### src/rtl/wishbone_master_adapter_cpu.sv
// Wishbone classic master adapter for the RV32I data-memory port.
// A single-cycle CPU request becomes one Wishbone cycle. CYC/STB are held until
// ACK arrives or the watchdog expires. Completion is signalled by a one-cycle
// rvalid pulse that carries read data and a timeout error flag.
`timescale 1ns/1ps
module wishbone_master_adapter_cpu #(
  parameter int ADDR_W         = 32,
  parameter int DATA_W         = 32,
  parameter int TIMEOUT_CYCLES = 255,
  parameter int CNT_W          = 8
) (
  input  logic              clk_i,
  input  logic              rst_n_i,
  // CPU side
  input  logic              cpu_req_i,
  input  logic [ADDR_W-1:0] cpu_addr_i,
  input  logic [DATA_W-1:0] cpu_wdata_i,
  input  logic              cpu_we_i,
  input  logic [3:0]        cpu_sel_i,
  output logic              cpu_busy_o,
  output logic              cpu_rvalid_o,
  output logic [DATA_W-1:0] cpu_rdata_o,
  output logic              cpu_err_o,
  // Wishbone side
  output logic [ADDR_W-1:0] wb_addr_o,
  output logic [DATA_W-1:0] wb_data_o,
  input  logic [DATA_W-1:0] wb_data_i,
  output logic              wb_we_o,
  output logic [3:0]        wb_sel_o,
  output logic              wb_stb_o,
  output logic              wb_cyc_o,
  input  logic              wb_ack_i
);

  typedef enum logic [1:0] {
    IDLE = 2'd0,
    BUS  = 2'd1,
    DONE = 2'd2
  } state_t;

  // Counter value at which a still-unacknowledged access is aborted.
  localparam logic [CNT_W-1:0] CNT_LAST = CNT_W'(TIMEOUT_CYCLES - 1);

  state_t            state;
  state_t            state_next;
  logic [CNT_W-1:0]  cnt;
  logic [CNT_W-1:0]  cnt_next;

  logic [ADDR_W-1:0] addr_next;
  logic [DATA_W-1:0] wdata_next;
  logic              we_next;
  logic [3:0]        sel_next;
  logic              stb_next;
  logic              cyc_next;
  logic              rvalid_next;
  logic [DATA_W-1:0] rdata_next;
  logic              err_next;

  // Busy decodes straight from the state register so it drops with reset at once.
  assign cpu_busy_o = (state != IDLE);

  // State register.
  always_ff @(posedge clk_i or negedge rst_n_i) begin
    if (!rst_n_i) begin
      state <= IDLE;
    end else begin
      state <= state_next;
    end
  end

  // Next-state and next-output logic; every target holds its value unless a case overrides it.
  always_comb begin
    state_next  = state;
    cnt_next    = cnt;
    addr_next   = wb_addr_o;
    wdata_next  = wb_data_o;
    we_next     = wb_we_o;
    sel_next    = wb_sel_o;
    stb_next    = wb_stb_o;
    cyc_next    = wb_cyc_o;
    rvalid_next = cpu_rvalid_o;
    rdata_next  = cpu_rdata_o;
    err_next    = cpu_err_o;

    unique case (state)
      IDLE: begin
        rvalid_next = 1'b0;
        err_next    = 1'b0;
        if (cpu_req_i) begin
          // Latch the whole request into the bus-facing registers.
          addr_next  = cpu_addr_i;
          wdata_next = cpu_wdata_i;
          we_next    = cpu_we_i;
          sel_next   = cpu_sel_i;
          stb_next   = 1'b1;
          cyc_next   = 1'b1;
          cnt_next   = '0;
          state_next = BUS;
        end
      end

      BUS: begin
        if (wb_ack_i) begin
          // ACK takes priority over a timeout on the same edge.
          rdata_next  = wb_we_o ? '0 : wb_data_i;
          stb_next    = 1'b0;
          cyc_next    = 1'b0;
          we_next     = 1'b0;
          rvalid_next = 1'b1;
          err_next    = 1'b0;
          state_next  = DONE;
        end else if (cnt == CNT_LAST) begin
          // Watchdog expired: abandon the cycle and report an error.
          rdata_next  = '0;
          stb_next    = 1'b0;
          cyc_next    = 1'b0;
          rvalid_next = 1'b1;
          err_next    = 1'b1;
          state_next  = DONE;
        end else begin
          cnt_next = cnt + CNT_W'(1);
        end
      end

      DONE: begin
        // Single completion cycle; also gives the slave its post-ACK cooldown.
        rvalid_next = 1'b0;
        err_next    = 1'b0;
        state_next  = IDLE;
      end

      default: begin
        stb_next    = 1'b0;
        cyc_next    = 1'b0;
        rvalid_next = 1'b0;
        err_next    = 1'b0;
        state_next  = IDLE;
      end
    endcase
  end

  // Registered datapath: bus outputs, CPU response and watchdog counter.
  always_ff @(posedge clk_i or negedge rst_n_i) begin
    if (!rst_n_i) begin
      cnt          <= '0;
      wb_addr_o    <= '0;
      wb_data_o    <= '0;
      wb_we_o      <= 1'b0;
      wb_sel_o     <= 4'h0;
      wb_stb_o     <= 1'b0;
      wb_cyc_o     <= 1'b0;
      cpu_rvalid_o <= 1'b0;
      cpu_rdata_o  <= '0;
      cpu_err_o    <= 1'b0;
    end else begin
      cnt          <= cnt_next;
      wb_addr_o    <= addr_next;
      wb_data_o    <= wdata_next;
      wb_we_o      <= we_next;
      wb_sel_o     <= sel_next;
      wb_stb_o     <= stb_next;
      wb_cyc_o     <= cyc_next;
      cpu_rvalid_o <= rvalid_next;
      cpu_rdata_o  <= rdata_next;
      cpu_err_o    <= err_next;
    end
  end

endmodule

### config.mk
export PLATFORM = sky130hd
export DESIGN_NAME = wishbone_master_adapter_cpu
export DESIGN_NICKNAME = d
export VERILOG_FILES = /design/src/rtl/wishbone_master_adapter_cpu.sv
export SDC_FILE = /design/constraint.sdc
export NUM_CORES = 1
export LEC_CHECK = 0
export CORE_ASPECT_RATIO = 1.75
export CORE_MARGIN = 5
export CORE_UTILIZATION = 42
export CTS_BUF_LIST = sky130_fd_sc_hd__clkbuf_4
export DETAILED_ROUTE_END_ITERATION = 10
export PLACE_DENSITY = 0.87
export SKIP_CTS_REPAIR_TIMING = 1
export SYNTH_ARGS = -nofsm -noshare
export SYNTH_HDL_FRONTEND = slang
export SYNTH_SLANG_ARGS = --single-unit
export TNS_END_PERCENT = 1
### constraint.sdc
create_clock -name clk_i -period 2 [get_ports clk_i]
set_input_delay 0.3 -clock clk_i [delete_from_list [all_inputs] [get_ports clk_i]]
set_output_delay 0.3 -clock clk_i [all_outputs]
set_load 0.03 [all_outputs]
==> summary.txt <==
Minimum clock period: 1890 ps
Nets@finish: 612
Buf/Inv on CP: 1
Vias in the first global route: 3,692
Die Ht: 145 um
CP Depth: 1
Fin crit share: 94.4%
# DRC: 0
CP arrival: 1590 ps
Diode count: 0
Cell count after synthesis: 282
Chip width: 87.3 um
Final Hold Vio Count: 0
GRT Overall Usage: 18.9%
Vias per cell: 5.10
EDFF count, synth: 0
Fmax: 0.530 GHz
Non-Filler Instances: 643
Most common cell in the netlist: dfrtp_1
Finish-stage setup viols: 0
Clk slew on worst S/H paths: 100 ps
Later-pin clock latency in the skew report: 490 ps
Slowest CP cell: clkdlybuf4s50_1
Syn-to-layout area delta: 56.3%
Critical Path End: wb_we_o
Power Density: 1550 nW/um2
RSZ-0062 raised after global routing: false
Number of antenna violations at the first check in global routing: 0
First-pass DRT Iterations: 6
Post-synth ARST share: 100%
Worst min-delay path category: in -> async
Syn nets: 389
Reg-to-reg endpoint: wb_addr_o[25]
Reg2reg setup slack: 310 ps
Cell family with most CP delay: buffers and inverters
Max IR drop VDD: 0.823 mV
Setup TNS: 0 ps
WL final: 11,600 um
Worst r2r src: state[0]
Area share of the largest cell type after synthesis: 65.0%
Syn_area_per_cell: 15.6 um2
Setup CP Type: reg -> out
Vias: 3,277
Port Buf Inserts: 210
Max-Slew Margin vs Limit: 67.8%
Starting Density: 42.9%
CTS Buf Count: 17
HPWL after detailed placement: 8940 um
# placed instances: 612
Iter 0 DRT Violations: 143
Startpoint Class: flop
RePlAce Congestion: 0.857
Skew final: 15.9 ps
Core Area: 10,200 um2
Largest net degree at the start of global routing: 50
First-pass GRT wire length: 18,500 um
Crit path cell chain: clkdlybuf4s50_1
Outcome: finished clean
CTS tree: done
Area leader, netlist: dfrtp_1
IO Pins: 211
R2R cell count: 4
Clock buffer depth: 2
CP endpoint kind: output port
Area contributors post-synth: dfrtp_1 65%, mux2_2 16%, a22o_1 6.4%
Root Driver: clkbuf_4
Leak: 2.92 nW
Worst-Margin Slew: 483 ps
Sink Count: 114
Max stage delay on crit path: 700 ps
Full die area: 12,700 um2
Worst Path Required: 1700 ps
Yosys warns: 0
Layout cells sized above 1: 20.7%
DP Worst Slack: 115 ps
Top_reg_cell synth: dfrtp_1
Drt wl/cell: 18.1 um
FP Rows: 49
Worst Setup Slack, final: 112 ps
Yosys cell types: 36
Seq/Total Area, Yosys: 65.0%
H-tree levels: 4
Final ANT Viol Nets: 0
Critical Path Start: wb_we_o
CP max FO: 3
Synth Register Bits: 114
Max-slew violations: 0
Cell Area, Synth: 4390 um2
Max-Cap Viols: 0
Commonest cells post-synth: 114 x dfrtp_1, 62 x mux2_2, 32 x a22o_1
Remaining Overflow, GRT: 0
## final cells by class
type | count | area (um2)
Tap cell | 127 | 159
Inverter | 4 | 15.0
Clock inverter | 13 | 73.8
Fill cell | 752 | 3380
Sequential cell | 114 | 2850
Multi-Input combinational cell | 150 | 1400
Clock buffer | 17 | 128
Timing Repair Buffer | 218 | 2240
## state kept, by name (all words and copies together), names as in the netlist
signal	flops
cnt	8
cpu_err_o	1
cpu_rdata_o	32
cpu_rvalid_o	1
state	2
wb_addr_o	32
wb_cyc_o	1
wb_data_o	32
wb_sel_o	4
wb_we_o	1
## per-stage QoR
stage | utilization, % | hold WS [ps] | area, um2 | total power (W)
floorplan | - | 4.41 | 4390 | 0.00689
global placement | 64.9 | 290 | 6650 | 0.00927
detailed placement | 64.9 | 299 | 6650 | 0.00945
CTS | 66.9 | -271 | 6850 | 0.0108
global route | 67.0 | 300 | 6860 | 0.0112
finish | 67.0 | 321 | 6860 | 0.0106
## placed cells by master, fill, tap and decap left out, types with 2 or more instances in the layout
cell type,n
nand2_1,6
nand2b_1,2
nand3_1,3
nor2_2,2
a21oi_1,4
clkinv_2,7
a31oi_1,3
clkinv_1,2
mux2_1,6
nor3_1,2
clkdlybuf4s50_1,208
clkinvlp_4,3
inv_1,4
o21ai_0,4
nor2_1,3
buf_4,2
ha_1,2
and3_1,2
buf_12,6
dfrtp_1,114
clkbuf_4,17
a22o_1,32
mux2_2,62
## routing by layer
| metal | vias to the layer above | global-route usage (%) | routed length (um) | part of all wire [%] |
|---|---|---|---|---|
| li1 | 1482 | - | - | - |
| met1 | 1586 | 20.6 | 4170 | 36 |
| met2 | 185 | 31.6 | 6040 | 52 |
| met3 | 24 | 7.54 | 1120 | 9.6 |
| met4 | 0 | 7.99 | 317 | 2.7 |
| met5 | - | 0 | 0 | 0 |
## worst min-delay path by stage
| stage | start | end | slack [ps] | depth (start not counted) |
|---|---|---|---|---|
| floorplan | rst_n_i | cnt[0] | 4 | 0 |
| global placement | rst_n_i | wb_addr_o[27] | 290 | 1 |
| detailed placement | rst_n_i | wb_addr_o[0] | 300 | 1 |
| CTS | rst_n_i | wb_addr_o[0] | -270 | 1 |
| global route | rst_n_i | wb_data_o[10] | 300 | 2 |
| finish | rst_n_i | wb_data_o[14] | 320 | 2 |
## cell families after synthesis
kind of cell | after synthesis | synth area share, %
compound gates | 51 | 9.52
fa+ha+maj | 2 | 0.570
buf+inv | 18 | 3.33
flops | 114 | 65.0
mux | 69 | 17.7
simple gates | 28 | 3.96
## power by group
group	switching, W	total, W	internal, W	leakage [nW]
Clock	0.000816	0.00127	0.000452	0.113
Sequential	0.000554	0.00380	0.00325	1.39
Combinational	0.00297	0.00554	0.00258	1.42
Power figures use the tool's default switching activity.
